<file path="src/rtl/wb_stage_mc.sv">
// Write-back stage for the 5-stage core.
// Registered outputs, valid/ready handshake toward MEM, multi-cycle load wait,
// byte-offset load alignment for 32- or 64-bit datapaths, LWL/LWR merging,
// and an LL/SC reservation register.
module wb_stage_mc #(
  parameter int DATA_W = 32,
  parameter int ADDR_W = 32,
  parameter int REG_AW = 5
) (
  input  logic              Clock,
  input  logic              nReset,
  input  logic              InValid,
  output logic              InReady,
  input  logic              MemtoReg,
  input  logic              RegWrite,
  input  logic [REG_AW-1:0] DestReg,
  input  logic [3:0]        Memfunc,
  input  logic [DATA_W-1:0] ALUData,
  input  logic [DATA_W-1:0] RtData,
  input  logic [ADDR_W-1:0] MemAddr,
  input  logic [DATA_W-1:0] MemData,
  input  logic              MemValid,
  input  logic              Invalidate,
  output logic              WBValid,
  output logic              WBWrite,
  output logic [REG_AW-1:0] WBReg,
  output logic [DATA_W-1:0] WBData,
  output logic              LLBit
);

  // Byte lanes per data word and the width of the in-word byte offset.
  localparam int NB = DATA_W / 8;
  localparam int OW = $clog2(NB);

  // Offset masks: halfword ignores bit0, word ignores bits [1:0].
  localparam logic [OW-1:0]     HALF_MASK = ~(OW'(1));
  localparam logic [OW-1:0]     WORD_MASK = ~(OW'(3));
  localparam logic [DATA_W-1:0] ONES      = '1;

  // Memory function encodings.
  localparam logic [3:0] MF_BS = 4'd0;
  localparam logic [3:0] MF_BU = 4'd1;
  localparam logic [3:0] MF_HS = 4'd2;
  localparam logic [3:0] MF_HU = 4'd3;
  localparam logic [3:0] MF_WD = 4'd4;
  localparam logic [3:0] MF_WL = 4'd5;
  localparam logic [3:0] MF_WR = 4'd6;
  localparam logic [3:0] MF_SC = 4'd7;
  localparam logic [3:0] MF_LL = 4'd8;
  localparam logic [3:0] MF_DW = 4'd9;

  typedef enum logic {
    IDLE = 1'b0,
    WAIT = 1'b1
  } state_t;

  state_t state_reg, state_next;

  // Fields captured on accept so MEM may move on while a load is outstanding.
  logic              hold_mem_to_reg;
  logic              hold_reg_write;
  logic [REG_AW-1:0] hold_dest;
  logic [3:0]        hold_func;
  logic [DATA_W-1:0] hold_alu;
  logic [DATA_W-1:0] hold_rt;
  logic [ADDR_W-1:0] hold_addr;

  // Reservation address (word granularity).
  logic [ADDR_W-3:0] ll_addr;

  // Handshake / sequencing strobes.
  logic accept;
  logic need_wait;
  logic retire;

  // Fields of the instruction being resolved this cycle.
  logic              cur_mem_to_reg;
  logic              cur_reg_write;
  logic [REG_AW-1:0] cur_dest;
  logic [3:0]        cur_func;
  logic [DATA_W-1:0] cur_alu;
  logic [DATA_W-1:0] cur_rt;
  logic [ADDR_W-1:0] cur_addr;

  // Alignment datapath.
  logic [OW-1:0]        k;
  logic [OW-1:0]        k_half;
  logic [OW-1:0]        k_word;
  logic [DATA_W-1:0]    lane_b;
  logic [DATA_W-1:0]    lane_h;
  logic [DATA_W-1:0]    lane_w;
  logic signed [7:0]    byte_s;
  logic signed [15:0]   half_s;
  logic signed [31:0]   word_s;
  logic [DATA_W-1:0]    word_sx;
  logic [DATA_W-1:0]    wl_val;
  logic [DATA_W-1:0]    wr_val;
  logic                 is_sc;
  logic                 is_ll;
  logic                 sc_ok;
  logic [DATA_W-1:0]    result;

  // A memory-path op other than SC stalls when its data is not yet present.
  assign need_wait = MemtoReg & (Memfunc != MF_SC) & ~MemValid;

  // State register.
  always_ff @(posedge Clock or negedge nReset) begin
    if (!nReset) begin
      state_reg <= IDLE;
    end else begin
      state_reg <= state_next;
    end
  end

  // Next-state logic: park in WAIT until the load data shows up.
  always_comb begin
    state_next = state_reg;
    case (state_reg)
      IDLE:    if (InValid && need_wait) state_next = WAIT;
      WAIT:    if (MemValid)             state_next = IDLE;
      default: state_next = IDLE;
    endcase
  end

  // FSM outputs: ready, accept and retire strobes.
  always_comb begin
    InReady = 1'b0;
    accept  = 1'b0;
    retire  = 1'b0;
    case (state_reg)
      IDLE: begin
        InReady = 1'b1;
        accept  = InValid;
        retire  = InValid & ~need_wait;
      end
      WAIT: begin
        retire = MemValid;
      end
      default: begin
        InReady = 1'b0;
      end
    endcase
  end

  // Capture the instruction fields on accept.
  always_ff @(posedge Clock or negedge nReset) begin
    if (!nReset) begin
      hold_mem_to_reg <= 1'b0;
      hold_reg_write  <= 1'b0;
      hold_dest       <= '0;
      hold_func       <= '0;
      hold_alu        <= '0;
      hold_rt         <= '0;
      hold_addr       <= '0;
    end else if (accept) begin
      hold_mem_to_reg <= MemtoReg;
      hold_reg_write  <= RegWrite;
      hold_dest       <= DestReg;
      hold_func       <= Memfunc;
      hold_alu        <= ALUData;
      hold_rt         <= RtData;
      hold_addr       <= MemAddr;
    end
  end

  // In IDLE the live fields are resolved directly; in WAIT the held copy is used.
  always_comb begin
    if (state_reg == WAIT) begin
      cur_mem_to_reg = hold_mem_to_reg;
      cur_reg_write  = hold_reg_write;
      cur_dest       = hold_dest;
      cur_func       = hold_func;
      cur_alu        = hold_alu;
      cur_rt         = hold_rt;
      cur_addr       = hold_addr;
    end else begin
      cur_mem_to_reg = MemtoReg;
      cur_reg_write  = RegWrite;
      cur_dest       = DestReg;
      cur_func       = Memfunc;
      cur_alu        = ALUData;
      cur_rt         = RtData;
      cur_addr       = MemAddr;
    end
  end

  // Lane extraction and unaligned merges (little-endian byte offset k).
  always_comb begin
    k      = cur_addr[OW-1:0];
    k_half = k & HALF_MASK;
    k_word = k & WORD_MASK;
    lane_b = MemData >> {k, 3'b000};
    lane_h = MemData >> {k_half, 3'b000};
    lane_w = MemData >> {k_word, 3'b000};
    byte_s = lane_b[7:0];
    half_s = lane_h[15:0];
    word_s = lane_w[31:0];
    word_sx = DATA_W'(word_s);
    // NB-1-k equals ~k over OW bits, so ~k gives the WL byte shift directly.
    wl_val = (MemData << {~k, 3'b000}) | (cur_rt & ~(ONES << {~k, 3'b000}));
    wr_val = (MemData >> {k, 3'b000})  | (cur_rt & ~(ONES >> {k, 3'b000}));
  end

  // SC is identified by its function code alone; LL also needs the memory path.
  assign is_sc = (cur_func == MF_SC);
  assign is_ll = cur_mem_to_reg & (cur_func == MF_LL);
  assign sc_ok = LLBit & (cur_addr[ADDR_W-1:2] == ll_addr);

  // Select the write-back value.
  always_comb begin
    result = word_sx;
    if (is_sc) begin
      result = sc_ok ? DATA_W'(1) : '0;
    end else if (!cur_mem_to_reg) begin
      result = cur_alu;
    end else begin
      case (cur_func)
        MF_BS:   result = DATA_W'(byte_s);
        MF_BU:   result = DATA_W'(lane_b[7:0]);
        MF_HS:   result = DATA_W'(half_s);
        MF_HU:   result = DATA_W'(lane_h[15:0]);
        MF_WL:   result = wl_val;
        MF_WR:   result = wr_val;
        MF_DW:   result = (DATA_W == 64) ? MemData : word_sx;
        default: result = word_sx;
      endcase
    end
  end

  // Registered write-back outputs; data and register index hold between retires.
  always_ff @(posedge Clock or negedge nReset) begin
    if (!nReset) begin
      WBValid <= 1'b0;
      WBWrite <= 1'b0;
      WBReg   <= '0;
      WBData  <= '0;
    end else begin
      WBValid <= retire;
      WBWrite <= retire & cur_reg_write;
      if (retire) begin
        WBReg  <= cur_dest;
        WBData <= result;
      end
    end
  end

  // Reservation: Invalidate wins over an LL retiring in the same cycle.
  always_ff @(posedge Clock or negedge nReset) begin
    if (!nReset) begin
      LLBit   <= 1'b0;
      ll_addr <= '0;
    end else begin
      if (retire && is_ll) begin
        ll_addr <= cur_addr[ADDR_W-1:2];
      end
      if (Invalidate) begin
        LLBit <= 1'b0;
      end else if (retire && is_ll) begin
        LLBit <= 1'b1;
      end else if (retire && is_sc) begin
        LLBit <= 1'b0;
      end
    end
  end

endmodule

</file>
<file path="config.mk">
export PLATFORM = sky130hd
export DESIGN_NAME = wb_stage_mc
export DESIGN_NICKNAME = d
export VERILOG_FILES = /design/src/rtl/wb_stage_mc.sv
export SDC_FILE = /design/constraint.sdc
export NUM_CORES = 1
export LEC_CHECK = 0
export ABC_AREA = 1
export ABC_CLOCK_PERIOD_IN_PS = 3300
export BUFFER_PORTS_ARGS = -buffer_cell sky130_fd_sc_hd__clkbuf_2
export CAP_MARGIN = 20
export CELL_PAD_IN_SITES_DETAIL_PLACEMENT = 0
export CELL_PAD_IN_SITES_GLOBAL_PLACEMENT = 1
export CORE_AREA = 2 2 165 167
export DETAILED_ROUTE_END_ITERATION = 8
export DIE_AREA = 0 0 167 169
export HOLD_SLACK_MARGIN = 0.1
export PLACE_DENSITY_LB_ADDON = 0.1
export REMOVE_ABC_BUFFERS = 1
export SETUP_SLACK_MARGIN = 0.3
export SLEW_MARGIN = 20
export SYNTH_ARGS = -nofsm -noshare
export SYNTH_HDL_FRONTEND = slang
export SYNTH_SLANG_ARGS = --single-unit
</file>
<file path="constraint.sdc">
create_clock -name Clock -period 3.3 [get_ports Clock]
set_input_delay 0.66 -clock Clock [delete_from_list [all_inputs] [get_ports Clock]]
set_output_delay 0.66 -clock Clock [all_outputs]
set_load 0.1 [all_outputs]
</file>
Word-level counts from Yosys, hierarchy flattened

Cells that the tools add are included.

Flip-flop bits (word level): 178
Input bits: 144
Output and inout port bits: 41
Logic and storage cells: 69

Equality and inequality tests: 9
Shifts and indexed selects: 5
Multiplexer cells: 20
Bitwise gates (word level): 16
Reductions and logical operators: 5

Operators with widths:

| operator                                                                 | number |
|---|---|
| 32-bit case mux with 6 select lines                                      | 1 |
| 32-bit 2-to-1 mux                                                        | 5 |
| 32-bit bitwise AND                                                       | 2 |
| 32-bit NOT                                                               | 2 |
| 32-bit bitwise OR                                                        | 2 |
| 32-bit by 5-bit left shift with 32-bit output                            | 1 |
| 32-bit by 5-bit left shift with 32-bit output (first input constant)     | 1 |
| 32-bit by 5-bit >> shifter with 16-bit output                            | 1 |
| 32-bit by 5-bit >> shifter with 32-bit output                            | 1 |
| 32-bit by 5-bit >> shifter with 32-bit output (first input constant)     | 1 |
| 30-bit == test                                                           | 1 |
| 4-bit by 3-bit == test with 1-bit output (second input constant)         | 3 |
| 1-bit 2-to-1 mux                                                         | 10 |
| 4-bit by 2-bit == test with 1-bit output (second input constant)         | 2 |
| 1-bit bitwise AND                                                        | 6 |
| 5-bit 2-to-1 mux                                                         | 1 |
| 4-bit by 1-bit == test with 1-bit output (second input constant)         | 1 |
| 4-bit == test (second input constant)                                    | 1 |
| 4-bit logical NOT                                                        | 1 |
| 4-bit 2-to-1 mux                                                         | 1 |
| 4-bit by 3-bit inequality test with 1-bit output (second input constant) | 1 |
| 1-bit case mux with 2 select lines                                       | 2 |
| 1-bit logical AND                                                        | 3 |
| 1-bit NOT                                                                | 3 |
| other kinds (2)                                                          | 2 |

Depth between registers and ports, before layout

Gate-level depths: netlist (run 1).

Depth in word-level cells: 10
Depth in mapped cells: 17
Depth with buffers taken out: 14

Least setup slack after synthesis (run 1)

No wires, ideal clock.

Path type: register -> output
Start point: reg state_reg
End point: out InReady
Arrival time: 1.534 ns
Data required time: 2.640 ns
Slack: 1.106 ns
Cell stages (with the launch flop): 8
Path buffers: 6
Cells stage by stage: dfrtp_1 -> buf_6 -> inv_6 -> buf_6 -> buf_6 -> buf_6 -> buf_4 -> buf_2

Longest elaborated chain between the ends: 1

RTL lines:

| item                   | line | RTL |
|---|---|---|
| from (decl)            | 57   | `state_t state_reg, state_next;` |
| from (signal assigned) | 111  | `state_reg <= state_next;` |
| 1-bit 2-to-1 mux       | 130  | `case (state_reg)` |
| to (decl)              | 13   | `output logic InReady,` |

Every way passes these cells.

Worst setup path in the final report (run 1)

Same ends and word-level chain as after synthesis.

==> reports/results.md, run 1 <==
| Result | This run |
|:---|:---|
| Initial antenna violation count | 1 |
| Min Tclk post-route | 2.88 ns |
| Static Leak | 6.91 nW |
| Iter 0 DRT Violations | 876 |
| RD Place Congestion | 0.900 |
| Cell chosen for the clock root | clkbuf_16 |
| Overall overflow remaining after global route | 0 |
| Largest voltage drop on the vdd net | 0.495 mV |
| Number of synthesized register bits | 178 |
| First-pass GRT wire length | 56.2 mm |
| Number of post-CTS setup repair buffers | 0 |
| Critical path arrival | 2.22 ns |
| Placed wire-length estimate | 24.3 mm |
| Mean instance size in the synthesized netlist | 6.58 um2 |
| Largest cells by area after synthesis | dfrtp_1, nand2_1, o21ai_0, inv_1, nand3_1 |
| Max-slew violation total from the final report | 0 |
| Area enclosed by the die boundary | 0.0282 mm2 |
| Maximum clock rate | 0.348 GHz |
| Later-pin clock latency in the skew report | 0.45 ns |
| Crit Path Class | reg2out |
| Final Cycle Share | 87.2% |
| Remaining routing DRC violations | 0 |
| Initial core utilization | 42.1% |
| Worst Path Max Fanout | 40 |
| Async S/R FF share, synth | 100% |
| Worst-path cell chain | inv_6, buf_4, clkbuf_4 |
| Worst slack after detailed placement | 0.605 ns |
| Synth-to-layout area growth | 15.0% |
| Number of clock sinks | 178 |
| Number of global-route vias before repair | 10501 |
| Post-synthesis cell type with the largest combined area | dfrtp_1 |
| Total count of hold-check failures in the final report | 0 |
| Tot GR Track Use | 25.1% |
| Area share of the largest cell type after synthesis | 39.9% |
| Worst path setup slack after routing | 0.422 ns |
| Number of nets with antenna violations after detailed routing | 0 |
| Number of levels in the clock H-tree | 4 |
| Top-level port count | 185 |
| Final setup vio count | 0 |
| # fillers | 2804 |
| Clock slew at reported path FFs | 0.08 ns |
| Pre-antenna DRT Iters | 5 |
| Netlist Area Pre-Place | 0.0112 mm2 |
| Status | complete, no violations |
| Post-Route Hold Slack | 0.242 ns |
| Worst setup EP type | output pin |
| Hold buffer count at CTS | 0 |
| Syn Inst Count | 1697 |
| Pin count of the biggest net entering global routing | 138 |
| Required @ worst endpoint | 2.64 ns |
| Reg2Reg Capture Point | WBData[18] |
| Chip height | 169 um |
| Reg2reg path depth | 12 |
| Vias | 11185 |
| Cell type of the slowest stage on the worst timing path | dfrtp_4 |
| PwrDens | 613 mW/mm2 |
| Clock Skew | 0.0186 ns |
| Cell area after layout | 0.0128 mm2 |
| Floorplan row count | 60 |
| Reg-to-reg slack, setup | 0.54 ns |
| Biggest cell delay along the critical path | 0.66 ns |
| Synth cell types | 33 |
| Most used flip-flop cell after synthesis | dfrtp_1 |
| Nets | 1974 |
| Sequential cell area fraction in the yosys report | 39.9% |
| Total detailed-routing wirelength | 35.0 mm |
| Reg2Reg Launch Point | state_reg |
| Number of port buffers | 184 |
| Vias per std cell | 5.12 |
| Area of the core | 0.0265 mm2 |
| Measured slew at the worst slew-check pin | 0.766 ns |
| Placed Instance Area | 0.0122 mm2 |
| Max Buffers Root-to-Sink | 2 |
| Area of the multi-input gates | 0.00562 mm2 |
| Total clock buffers created by CTS | 17 |
| Startpoint type of the worst setup path | flop |
| Max-slew headroom at the worst pin | 48.8% |
| Post-detailed-route wirelength per cell | 16.0 um |
| Seq. cell area | 0.00446 mm2 |
| Fraction of final layout cells with drive strength greater than 1 | 15.8% |
| Unrepaired setup endpoints after global routing | no |
| Number of enable-type register cells in the synthesized netlist | 0 |
| TritonCTS clock tree | done |
| Max Cap Viol | 0 |
| Die Width | 167 um |
| Path category of the worst min-delay check | in2async |
| Number of warnings printed during yosys synthesis | 0 |
## critical path, delay by kind of cell (launching register included)
family | cells | cell delay [ns]
flip-flops | 1 | 0.66
buffers and inverters | 3 | 1.09
## placed cells by master, fill, tap and decap left out, types with 2 or more instances in the layout
cell         n
nand2_1    734
clkbuf_2   182
dfrtp_1    177
o21ai_0    173
inv_1      146
nand3_1    107
nor2_1      80
a21oi_1     60
o21ai_1     31
nand2_2     18
buf_4       18
o211ai_1    17
clkbuf_16   17
a31oi_1     10
nand4_1     10
or2_2        9
nand2_4      8
nor2_4       6
inv_2        5
inv_6        5
clkinv_8     5
buf_12       3
o2111ai_1    2
nand3_4      2
inv_8        2
clkinv_4     2
## what timing repair did
action / 4_1_cts / 5_1_grt
endpoints found under the setup margin: 0 / 1
hold endpoints to repair: 0 / 0
gates resized for setup: 0 / 2
## through the flow
stage / TNS [ns] / util [%] / power, mW / instances
floorplan: -544.07 / - / 4.98 / 1606
global placement: 0 / 46.1 / 5.73 / 2152
detailed placement: 0 / 46.1 / 5.77 / 2152
CTS: 0 / 48.4 / 7.93 / 2184
global route: 0 / 48.4 / 8.36 / 2185
finish: 0 / 48.4 / 7.86 / 2185
## logic make-up after synthesis
family / share of synthesized area [%]
buffers and inverters: 9.89
AOI/OAI and AO/OA: 14.0
xor gates and xnor gates: 0.0785
and+or+nand+nor: 36.2
DFF: 39.9
## worst max path at each step
| stage | startpoint | slack (ns) | to |
|---|---|---|---|
| after floorplan | state_reg | -4.20 | state_reg |
| after global placement | state_reg | 0.61 | WBData[18] |
| after detailed placement | state_reg | 0.61 | WBData[18] |
| after CTS | state_reg | 0.31 | InReady |
| after global routing | state_reg | 0.32 | InReady |
| final | state_reg | 0.42 | InReady |
## synth_stat cells (9+ instances only)
master and count:
inv_1 146, clkbuf_1 25, buf_6 12, o21ai_0 173
o211ai_1 17, nand2_2 18, o21ai_1 31, nor2_1 80
a31oi_1 10, a21oi_1 60, dfrtp_1 178, or2_2 9
nand2_1 735, nand4_1 10, nand3_1 107, buf_2 45
## cell type report
class                           instances  area share [%]
Antenna cell                            1          0.0195
Clock buffer                           17            3.31
Clock inverter                         15            1.49
Inverter                              154            4.56
Multi-Input combinational cell       1274            43.8
Sequential cell                       178            34.7
Tap cell                              341            3.32
Timing Repair Buffer                  205            8.78
## power breakdown
part	total, mW	switching, mW	internal (mW)
Combinational	2.82	2.13	0.688
Clock	2.15	1.05	1.09
Sequential	2.89	0.262	2.63
Total	7.86	3.45	4.42
## routing by layer
layer	track usage [%]	part of all wire, %	up-vias
met3	4.37	6.2	43
met5	0	0	-
met4	7.80	2.3	0
li1	-	-	5626
met2	42.1	48	348
met1	33.3	44	5168
Note: power is estimated with default switching activity, not from simulation.
==> run 2, diff against run 1 <==
Settings changed: ABC_CLOCK_PERIOD_IN_PS 3300 to 2400, CORE_AREA 2 2 165 167 to 2 2 180 182, DIE_AREA 0 0 167 169 to 0 0 182 184.
Clock period 3.3 ns to 2.4 ns, I/O delays scaled along.
==> reports/results.md, run 2 (same netlist as run 1, synthesis figures left out) <==
| Result | This run | vs previous |
|:---|:---|:---|
| Power Internal | 6.50 mW | was 4.42 mW |
| PwrDens | 805 mW/mm2 | was 613 mW/mm2 |
| Area of the core | 0.0314 mm2 | was 0.0265 mm2 |
| Number of global-route vias before repair | 10828 | was 10501 |
| Met3 Track Usage GR | 4.56% | was 4.37% |
| Nets | 2052 | was 1974 |
| Initial core utilization | 35.6% | was 42.1% |
| Static Leak | 7.40 nW | was 6.91 nW |
| Total count of hold-check failures in the final report | 0 | unchanged |
| Clock slew at reported path FFs | 0.08 ns | about the same |
| Synth-to-layout area growth | 24.7% | was 15.0% |
| Final Cycle Share | 87.2% |  |
| Crit Path Class | reg2reg | was reg2out |
| Critical path arrival | 2.43 ns | was 2.22 ns |
| Hold Startpoint | Invalidate |  |
| Commonest non-fill, non-tap cell in the layout | nand2_1 | unchanged |
| Reg-to-reg slack, setup | 0.31 ns | was 0.54 ns |
| Post-layout util | 44.3% | was 48.4% |
| Pre-antenna DRT Iters | 5 | unchanged |
| Max Buffers Root-to-Sink | 2 | unchanged |
| Startpoint type of the worst setup path | flop | unchanged |
| Min Tclk post-route | 2.09 ns |  |
| Area enclosed by the die boundary | 0.0335 mm2 | was 0.0282 mm2 |
| Net switching component of the power | 4.71 mW | was 3.45 mW |
| Max Cap Viol | 0 | unchanged |
| Post-detailed-route wirelength per cell | 16.5 um | was 16.0 um |
| Met1 track demand over resource | 29.7% | was 33.3% |
| Fraction of final layout cells with drive strength greater than 1 | 20.2% | was 15.8% |
| RD Place Congestion | 0.861 | was 0.900 |
| Share of total power consumed by net switching | 42.0% | was 43.9% |
| Iter 0 DRT Violations | 777 | was 876 |
| Number of clock sinks | 178 | unchanged |
| Pin count of the biggest net entering global routing | 103 | was 138 |
| Number of levels in the clock H-tree | 4 | unchanged |
| Reg2Reg Launch Point | state_reg | unchanged |
| Most frequent cells in the layout | nand2_1, clkbuf_2, dfrtp_1 | unchanged |
| Top-level port count | 185 | unchanged |
| Placed Instance Area | 0.0127 mm2 | was 0.0122 mm2 |
| Number of nets with antenna violations after detailed routing | 0 | unchanged |
| Reg2Reg Capture Point | WBData[30] | was WBData[18] |
| Final setup vio count | 0 | unchanged |
| Met2 Usage GRT | 38.4% | was 42.1% |
| Later-pin clock latency in the skew report | 0.45 ns | about the same |
| Cell chosen for the clock root | clkbuf_16 | unchanged |
| Max-slew headroom at the worst pin | 57.9% | was 48.8% |
| Cell area after layout | 0.0139 mm2 | was 0.0128 mm2 |
| # fillers | 3381 | was 2804 |
| Path category of the worst min-delay check | in2reg | was in2async |
| Placed wire-length estimate | 26.3 mm | was 24.3 mm |
| Worst Path Max Fanout | 8 | was 40 |
| Remaining routing DRC violations | 0 | unchanged |
| Chip height | 184 um | was 169 um |
| Endpoint of the worst hold-timing path | LLBit |  |
| Number of cells on the worst hold path | 2 |  |
| TritonCTS clock tree | done | unchanged |
| Maximum clock rate | 0.478 GHz |  |
| Aggregate negative setup slack | 0 ns | unchanged |
| Total detailed-routing wirelength | 38.2 mm | was 35.0 mm |
| Total clock buffers created by CTS | 17 | unchanged |
| Unrepaired setup endpoints after global routing | yes | was no |
| Die Width | 182 um | was 167 um |
| Reg2reg path depth | 12 | unchanged |
| Vias | 11309 | was 11185 |
| Required @ worst endpoint | 2.74 ns | was 2.64 ns |
| Vias per std cell | 4.87 | was 5.12 |
| Clock network fraction of design power | 26.7% | was 27.3% |
| Number of port buffers | 184 | unchanged |
| Largest voltage drop on the vdd net | 0.507 mV | was 0.495 mV |
| Tot GR Track Use | 22.8% | was 25.1% |
| Max-slew violation total from the final report | 0 | unchanged |
| Measured slew at the worst slew-check pin | 0.631 ns | was 0.766 ns |
| First-pass GRT wire length | 59.1 mm | was 56.2 mm |
| Worst setup EP type | flop | was output pin |
| Sequential power share | 35.5% | was 36.8% |
| Clock Skew | 0.0161 ns | was 0.0186 ns |
| Floorplan row count | 65 | was 60 |
| Highest-utilization routing layer at the global route stage | met2 | unchanged |
| Overall overflow remaining after global route | 0 | unchanged |
| Status | complete, no violations | unchanged |
| Combinational group share of total power | 37.8% | was 35.9% |
| Initial antenna violation count | 1 | unchanged |
run 2: cell type report:
cell class / count / area (um2) / share of cell area (%)
Clock buffer: 18 / 439 / 3.15
Antenna cell: 1 / 2.50 / 0.0180
Timing Repair Buffer: 283 / 2020 / 14.5
Multi-Input combinational cell: 1274 / 5710 / 41.0
Inverter: 154 / 616 / 4.42
Clock inverter: 13 / 174 / 1.25
Tap cell: 402 / 503 / 3.61
Sequential cell: 178 / 4460 / 32.0
run 2: what timing repair did:
item | in CTS | in global routing
resized for setup | 23 | 44
hold endpoints to repair | 63 | 0
buffers inserted | 13 | 20
gates cloned | 1 | 4
hold buffers | 1 | 0
setup endpoints to repair | 99 | 63
pin swaps | 2 | 7
run 2: worst max-delay path, cell delays in order, from the launching register on:
cell and delay (ns):
dfrtp_4 0.56, buf_6 0.15, nand2_2 0.06, nand2_2 0.08
nor2_4 0.17, nand2_4 0.07, nand3_4 0.18, nand3_4 0.18
buf_4 0.18, nor2_1 0.13, o21ai_1 0.10, nand2_1 0.07
nand2_1 0.05
run 2: power by group through the flow:
stage | clock, mW | combinational [mW] | sequential [mW]
floorplan | 0 | 1.70 | 5.14
global placement | 0 | 4.01 | 4.02
detailed placement | 0 | 4.04 | 4.03
CTS | 3.08 | 4.14 | 3.98
global route | 3.21 | 4.66 | 4.05
finish | 2.99 | 4.24 | 3.97
run 2: how the worst max path moves through the flow:
stage,startpoint,to,depth (start not counted)
finish,state_reg,WBData[30],12
global route,state_reg,WBData[24],13
CTS,state_reg,WBData[15],14
detailed placement,state_reg,WBData[16],9
global placement,state_reg,WBData[16],9
floorplan,state_reg,state_reg,5
run 2: per-layer routing:
layer	share of wire [%]	routed length, um	vias to the layer above
li1	-	-	5782
met1	45	17100	5194
met2	48	18200	283
met3	5.2	1980	50
met4	2.6	992	0
met5	0	0	-
run 2: stage by stage:
stage / hold slack (ns) / setup WS (ns) / instances / total power, mW
global placement: 0.461 / 0.137 / 2252 / 8.03
CTS: 0.181 / 0.299 / 2298 / 11.2
detailed placement: 0.465 / 0.109 / 2252 / 8.07
global route: 0.199 / 0.178 / 2322 / 11.9
finish: 0.214 / 0.307 / 2323 / 11.2
floorplan: 0.184 / -5.10 / 1606 / 6.84
